--- src/rtl/led_sequencer_pkg.sv ---
// Shared encodings for the LED sequencer: pattern modes, ping-pong direction
// and the LED value each mode starts from.
package led_seq_pkg;

  typedef enum logic [1:0] {
    MODE_BIN   = 2'b00,
    MODE_RING  = 2'b01,
    MODE_PONG  = 2'b10,
    MODE_BLINK = 2'b11
  } mode_t;

  typedef enum logic {
    DIR_LEFT  = 1'b0,
    DIR_RIGHT = 1'b1
  } dir_t;

  localparam logic [3:0] SEED_BIN   = 4'b0000;
  localparam logic [3:0] SEED_RING  = 4'b0001;
  localparam logic [3:0] SEED_PONG  = 4'b0001;
  localparam logic [3:0] SEED_BLINK = 4'b1111;

  function automatic logic [3:0] seed_for(input mode_t m);
    logic [3:0] seed;
    case (m)
      MODE_BIN:   seed = SEED_BIN;
      MODE_RING:  seed = SEED_RING;
      MODE_PONG:  seed = SEED_PONG;
      MODE_BLINK: seed = SEED_BLINK;
    endcase
    return seed;
  endfunction

endpackage

--- src/rtl/led_sequencer_if.sv ---
// Board-facing signals of the LED sequencer: prescaler tick, controls and LEDs.
interface led_sequencer_if;

  logic       TICK_IN;
  logic       RUN;
  logic [1:0] MODE;
  logic [3:0] LED;
  logic       STEP;

  modport master (
    output TICK_IN,
    output RUN,
    output MODE,
    input  LED,
    input  STEP
  );

  modport slave (
    input  TICK_IN,
    input  RUN,
    input  MODE,
    output LED,
    output STEP
  );

endinterface

--- src/rtl/led_sequencer_tick_sync.sv ---
// Synchronizer plus rising-edge detector for a slow asynchronous square wave;
// emits a one-cycle pulse per genuine low-to-high transition.
module tick_sync #(
  parameter int SYNC_STAGES = 2
) (
  input  logic CLK_IN,
  input  logic RST_N,
  input  logic async_in,
  output logic pulse
);

  logic [SYNC_STAGES-1:0] stages;
  logic [SYNC_STAGES-1:0] filled;
  logic                   prev;
  logic                   armed;

  // filled tracks which stages hold real samples; armed waits for a real low so
  // an input already high at reset release is not taken as a rise.
  always_ff @(posedge CLK_IN or negedge RST_N) begin
    if (!RST_N) begin
      stages <= '0;
      filled <= '0;
      prev   <= 1'b0;
      armed  <= 1'b0;
    end else begin
      stages <= {stages[SYNC_STAGES-2:0], async_in};
      filled <= {filled[SYNC_STAGES-2:0], 1'b1};
      prev   <= stages[SYNC_STAGES-1];
      if (filled[SYNC_STAGES-1] && !stages[SYNC_STAGES-1]) begin
        armed <= 1'b1;
      end
    end
  end

  // Requiring the last two stages high rejects single-cycle glitches.
  assign pulse = armed & stages[SYNC_STAGES-1] & stages[SYNC_STAGES-2] & ~prev;

endmodule

--- src/rtl/led_sequencer.sv ---
// Turns every DIV synchronized prescaler rises into one step of a
// mode-selectable 4-LED pattern.
module led_sequencer
  import led_seq_pkg::*;
#(
  parameter int SYNC_STAGES = 2,
  parameter int DIV         = 1
) (
  input  logic             CLK_IN,
  input  logic             RST_N,
  led_sequencer_if.slave   io
);

  localparam int             DW       = (DIV > 1) ? $clog2(DIV) : 1;
  localparam logic [DW-1:0]  DIV_LAST = DW'(DIV - 1);

  logic          tick_edge;
  logic          step_fire;
  logic [DW-1:0] div_cnt;
  mode_t         req_mode;
  mode_t         cur_mode;
  dir_t          dir;
  logic [3:0]    led;
  logic          step;

  tick_sync #(.SYNC_STAGES(SYNC_STAGES)) u_tick_sync (
    .CLK_IN   (CLK_IN),
    .RST_N    (RST_N),
    .async_in (io.TICK_IN),
    .pulse    (tick_edge)
  );

  assign req_mode  = mode_t'(io.MODE);
  assign step_fire = io.RUN && tick_edge && (div_cnt == DIV_LAST);

  always_ff @(posedge CLK_IN or negedge RST_N) begin
    if (!RST_N) begin
      div_cnt <= '0;
    end else if (!io.RUN) begin
      div_cnt <= '0;
    end else if (tick_edge) begin
      div_cnt <= step_fire ? '0 : div_cnt + 1'b1;
    end
  end

  // A step in a newly requested mode only loads its seed; advancing starts
  // from the following step.
  always_ff @(posedge CLK_IN or negedge RST_N) begin
    if (!RST_N) begin
      led      <= 4'b0000;
      step     <= 1'b0;
      cur_mode <= MODE_BIN;
      dir      <= DIR_LEFT;
    end else begin
      step <= step_fire;
      if (step_fire) begin
        if (req_mode != cur_mode) begin
          cur_mode <= req_mode;
          led      <= seed_for(req_mode);
          dir      <= DIR_LEFT;
        end else begin
          case (cur_mode)
            MODE_BIN:   led <= led + 4'd1;
            MODE_RING:  led <= {led[2:0], led[3]};
            MODE_PONG: begin
              if (dir == DIR_LEFT) begin
                led <= {led[2:0], 1'b0};
                if (led == 4'b0100) dir <= DIR_RIGHT;
              end else begin
                led <= {1'b0, led[3:1]};
                if (led == 4'b0010) dir <= DIR_LEFT;
              end
            end
            MODE_BLINK: led <= ~led;
          endcase
        end
      end
    end
  end

  assign io.LED  = led;
  assign io.STEP = step;

endmodule

--- src/flat_wrapper.sv ---
// flat-port wrapper written by rule: the top's interface ports become plain ports
module led_sequencer_flat import led_seq_pkg::*;
#(
  parameter int SYNC_STAGES = 2,
  parameter int DIV         = 1
)
  (CLK_IN, RST_N, io_TICK_IN, io_RUN, io_MODE, io_LED, io_STEP);
  led_sequencer_if io_i ();
  input  logic CLK_IN;
  input  logic RST_N;
  input wire logic [$bits(io_i.TICK_IN)-1:0] io_TICK_IN;
  input wire logic [$bits(io_i.RUN)-1:0] io_RUN;
  input wire logic [$bits(io_i.MODE)-1:0] io_MODE;
  output wire logic [$bits(io_i.LED)-1:0] io_LED;
  output wire logic [$bits(io_i.STEP)-1:0] io_STEP;
  assign io_i.TICK_IN = io_TICK_IN;
  assign io_i.RUN = io_RUN;
  assign io_i.MODE = io_MODE;
  assign io_LED = io_i.LED;
  assign io_STEP = io_i.STEP;
  led_sequencer #(.SYNC_STAGES(SYNC_STAGES), .DIV(DIV)) u_core (.CLK_IN(CLK_IN), .RST_N(RST_N), .io(io_i));
endmodule
--- config.mk ---
export PLATFORM = sky130hd
export DESIGN_NAME = led_sequencer_flat
export DESIGN_NICKNAME = d
export VERILOG_FILES = /design/src/rtl/led_sequencer_pkg.sv /design/src/rtl/led_sequencer_if.sv /design/src/rtl/led_sequencer_tick_sync.sv /design/src/rtl/led_sequencer.sv /design/src/flat_wrapper.sv
export SDC_FILE = /design/constraint.sdc
export NUM_CORES = 1
export LEC_CHECK = 0
export CORE_MARGIN = 3
export CORE_UTILIZATION = 24
export DETAILED_ROUTE_END_ITERATION = 6
export HOLD_SLACK_MARGIN = 0.03
export PLACE_DENSITY = 0.45
export SYNTH_ARGS = -nofsm -noshare
export SYNTH_HDL_FRONTEND = slang
export SYNTH_HIERARCHICAL = 1
export SYNTH_SLANG_ARGS = --single-unit
--- constraint.sdc ---
create_clock -name CLK_IN -period 1.6 [get_ports CLK_IN]
set_clock_uncertainty 0.05 [all_clocks]
set_input_delay 0.4 -clock CLK_IN [delete_from_list [all_inputs] [get_ports CLK_IN]]
set_output_delay 0.4 -clock CLK_IN [all_outputs]
set_load 0.01 [all_outputs]
==> results.md <==
Die:
- From left edge to right edge, the die measures 65.4 µm.
- The die area is about 4300 µm².
- The site row count is 20.
- For this configuration, the core starts out at a cell density of about a quarter.
- The top-level port count is 11.
- From bottom edge to top edge, the die measures 65.4 µm.
- The area inside the core boundary is 3200 µm².

Timing:
- Setup repair after global routing could not meet its margin everywhere.
- The upper clock frequency limit is ~650 MHz.
- The number of pins exceeding their max-slew limit in the final report was 0.
- The ratio of final minimum period to clock period is 96.1%.
- The count of final setup violators is 0.
- The time the final worst path needs with I/O delays and setup is 1.54 ns.
- The hold violation count in the final report was 0.
- The worst-case setup margin in the final layout is 0.0627 ns.

Worst hold path:
- The classification of the worst-slack hold path is register to register.
- The hold-critical path depth is 0.
- The worst hold path terminates at u_core/u_tick_sync/filled[1].
- The hold path startpoint is u_core/u_tick_sync/filled[0].

Global route:
- The layer flagged by global routing as most heavily used is met2.
- The maximum number of pins on one net before global-route repair is 16.
- The met3 routing resource usage after global routing is between 3 and 4%.
- The number of global-route vias before repair is 726.
- In the global route stage, overall resource usage came out at 9.91%.
- Global routing used 12.9% of the available met1 tracks.
- The initial antenna violation count was 0.
- The total overflow reported by the global router is 0.
- The met2 usage is about 16%.
- The first-pass GRT wire length is around 3.3 mm.

Final layout:
- The top cell types in the final layout, fill and taps aside, are sky130_fd_sc_hd__buf_4, sky130_fd_sc_hd__dfrtp_1, sky130_fd_sc_hd__nand2_1.
- The library cell used most frequently in the layout, excluding fill and tap cells, is sky130_fd_sc_hd__buf_4.
- Excluding fillers, the count of instances in the completed layout stands at 160.
- Fill cells in the final layout number 354.
- The layout-stage area growth over the synthesis result is 34.6%.
- The final instance area is ~1100 µm².
- The register cell area after layout is 380 µm².
- For this run, the post-layout net count is 126.
- 0 antenna diodes ended up in the layout.
- The area of the multi-input gates is 417 µm².
- The fraction of layout instances using a drive strength above 1 is 31.9%.

Clock tree:
- The TritonCTS clock tree is yes.
- The number of buffers created by CTS is 3.
- Hold repair after CTS inserted 0 buffers.
- The maximum clock insertion buffer count is 2.
- The clock tree root buffer cell is sky130_fd_sc_hd__clkbuf_4.
- For the worst-skew pair, the clock arrives at the later sink with an insertion delay of ~0.28 ns.
- Clock-pin slew was measured on the worst setup and hold paths at 0.10 ns.
- The clock drives 15 sinks.
- The deepest level of the CTS H-tree is 1.

Setup path:
- The category of the worst setup path capture point is a register.
- Of all nets on the critical path, the largest fanout is 2.
- The count of cells along the worst register-to-register path is 6.
- The startpoint of the worst setup timing path is u_core/io.LED[0].
- STA puts the critical path data required time at 1.74 ns.
- The largest single stage delay on the critical path is 0.37 ns.
- The critical path data arrival time is 1.68 ns.
- The kind of start point of the critical path is a register.
- Walking the worst path, the cells encountered are inv_2 -> ha_1 -> or3b_1 -> a21oi_1 -> o221ai_1 -> a22oi_1.
- Among all stages on the critical path, the largest delay is contributed by sky130_fd_sc_hd__dfrtp_2.
- The reg2reg setup slack is 0.06 ns.
- Counting both buffers and inverters, the worst setup path holds a total of 1.
- The worst register-to-register path begins at u_core/io.LED[0].
- The kind of critical path is register to register.
- The endpoint of the lowest-slack register-to-register path is u_core/io.LED[1].
- The kind of cell with the highest combined delay along the critical path is compound AO/OA/AOI/OAI gates.

Logic synthesis:
- Synthesis produced a netlist with a net count of 97.
- The count of yosys warnings during synthesis is 6.
- In this run, distinct cell masters in the synthesized netlist total 38.
- After synthesis, flip-flops and latches occupy 44.3% of the total area.
- The area of the mapped netlist is 847 µm².
- The average size of a mapped cell is just under 10 µm².
- Counting every instance in the synthesized netlist gives 88.
- The number of register bits inferred by synthesis is 15.

Power and ir drop:
- In this run the power density over the cells is between 1000 and 1500 nW/µm².
- The static leakage power is around 0.50 nW.
- The worst supply voltage drop on vdd is around 0.53 mV.

Detailed routing:
- In the routed design, unresolved DRC markers number 0.
- After detailed routing, the total wire length is 1.94 mm.
- The count of antenna-violating nets left after detailed routing is 0.
- The detail-routed via count per cell is around 4.6.
- The routed layout has 728 vias.
- The first detailed-routing pass took 4 iterations.
- The number of DRC markers after the initial detailed-route iteration is 16.
- In the final routed layout, each cell accounts on average for around 12 µm.

Placement:
- The cell total after placement is 153.
- The congestion estimate from routability-driven global placement came to 0.776.
- Detailed placement ended at an HPWL of roughly 1.5 mm.
- During placement, the flow inserted port buffers numbering 10.
- Summing all placed instances gives a cell area of about 1100 µm².
- Before CTS, the worst setup slack after placement is -0.317 ns.

Outcome:
- The flow ran to the end, and the final reports show no timing, DRC or antenna violations.

Flow run:
- The tool flagged a number of max-cap violations equal to 0.
## how the worst max path moves through the flow
stage          cells after the start  slack (ns)               end
5_1_grt                            6       -0.02  u_core/io.LED[1]
6_report                           6        0.06  u_core/io.LED[1]
4_1_cts                            2       0.002         io_LED[1]
2_1_floorplan                      6       0.009  u_core/io.LED[1]
3_5_place_dp                       5       -0.32  u_core/io.LED[2]
3_3_place_gp                       5       -0.29  u_core/io.LED[2]
## routing by layer
layer  wire [µm]  part of all wire [%]
met1         948                    49
met2         935                    48
met3          58                   3.0
met4           0                     0
met5           0                     0
## layout make-up
class                      count  share of cell area [%]
tap                           44                    4.83
multi-input combinational     63                    36.6
timing repair buffer          29                    20.9
sequential                    15                    33.4
clock buffer                   3                    1.98
clock inverter                 1                   0.439
inverter                       5                    1.98
## synthesized netlist by cell type
cell type                    n  area (µm²)
sky130_fd_sc_hd__dfrtp_1    15         375
sky130_fd_sc_hd__nand2_1    10        37.5
sky130_fd_sc_hd__nor2_1      8        30.0
sky130_fd_sc_hd__a21oi_1     7        35.0
sky130_fd_sc_hd__inv_1       4        15.0
sky130_fd_sc_hd__o21ai_0     4        20.0
sky130_fd_sc_hd__ha_1        3        37.5
sky130_fd_sc_hd__a2bb2oi_1   2        17.5
sky130_fd_sc_hd__buf_6       2        22.5
sky130_fd_sc_hd__o221ai_1    2        17.5
sky130_fd_sc_hd__or2_2       2        12.5
sky130_fd_sc_hd__or2b_2      2        17.5
sky130_fd_sc_hd__xnor2_1     2        17.5
sky130_fd_sc_hd__a211o_1     1        8.76
sky130_fd_sc_hd__a21o_1      1        7.51
sky130_fd_sc_hd__a22oi_1     1        7.51
sky130_fd_sc_hd__a31oi_1     1        6.26
sky130_fd_sc_hd__a32oi_1     1        8.76
sky130_fd_sc_hd__a41oi_1     1        8.76
sky130_fd_sc_hd__and2b_2     1        8.76
sky130_fd_sc_hd__and3b_1     1        8.76
sky130_fd_sc_hd__and4b_1     1        10.0
sky130_fd_sc_hd__buf_2       1        5.00
sky130_fd_sc_hd__buf_4       1        7.51
sky130_fd_sc_hd__clkbuf_8    1        13.8
sky130_fd_sc_hd__clkinv_1    1        3.75
sky130_fd_sc_hd__conb_1      1        3.75
sky130_fd_sc_hd__mux2i_1     1        10.0
sky130_fd_sc_hd__nand3_1     1        5.00
sky130_fd_sc_hd__nand3b_1    1        7.51
sky130_fd_sc_hd__nor3b_1     1        7.51
sky130_fd_sc_hd__o211ai_1    1        7.51
sky130_fd_sc_hd__o21ai_1     1        5.00
sky130_fd_sc_hd__o22ai_1     1        6.26
sky130_fd_sc_hd__o311ai_0    1        8.76
sky130_fd_sc_hd__or3b_1      1        8.76
sky130_fd_sc_hd__or4_1       1        7.51
sky130_fd_sc_hd__xor2_1      1        8.76
## registers in the layout, indices dropped and copies added, names as in the netlist
register,count
u_core/u_tick_sync/stages,2
u_core/io.LED,4
u_core/u_tick_sync/filled,2
u_core/cur_mode,2
u_core/io.STEP,1
u_core/div_cnt,1
u_core/u_tick_sync/armed,1
u_core/dir,1
u_core/u_tick_sync/prev,1
## through the flow
| stage | hold WS (ns) | total power, W | utilization, % | TNS (ns) |
|---|---|---|---|---|
| floorplan | 0.0544 | 0.000794 | - | 0 |
| global placement | 0.283 | 0.00102 | 33.6 | -1.60 |
| detailed placement | 0.286 | 0.00102 | 33.6 | -1.63 |
| CTS | 0.294 | 0.00124 | 34.8 | 0 |
| global route | 0.292 | 0.00134 | 35.6 | -0.0203 |
| finish | 0.286 | 0.00124 | 35.6 | 0 |
## what timing repair did
| item | in CTS | in global routing |
|---|---|---|
| gates resized for setup | 8 | 6 |
| setup buffers | 2 | 1 |
| endpoints found under the setup margin | 7 | 8 |
| pin swaps | 0 | 2 |
## kinds of logic (layout without fill, tap and decap cells)
group | after synthesis | in the layout | share of synthesized area (%)
multiplexers | 1 | 1 | 1.18
XOR/XNOR | 3 | 3 | 3.10
other | 1 | 1 | 0.443
adder cells (fa/ha/maj) | 3 | 3 | 4.43
AO/OA/AOI/OAI | 25 | 25 | 19.5
buffers and inverters | 10 | 38 | 7.97
AND/OR/NAND/NOR | 30 | 30 | 19.1
flip-flops | 15 | 15 | 44.3
## report_power, final
group | switching [W] | internal [W] | total, W
Clock | 0.000118 | 0.0000927 | 0.000211
Sequential | 0.0000479 | 0.000432 | 0.000480
Combinational | 0.000261 | 0.000285 | 0.000547
Total | 0.000427 | 0.000810 | 0.00124
Note: power is estimated with default switching activity, not from simulation.
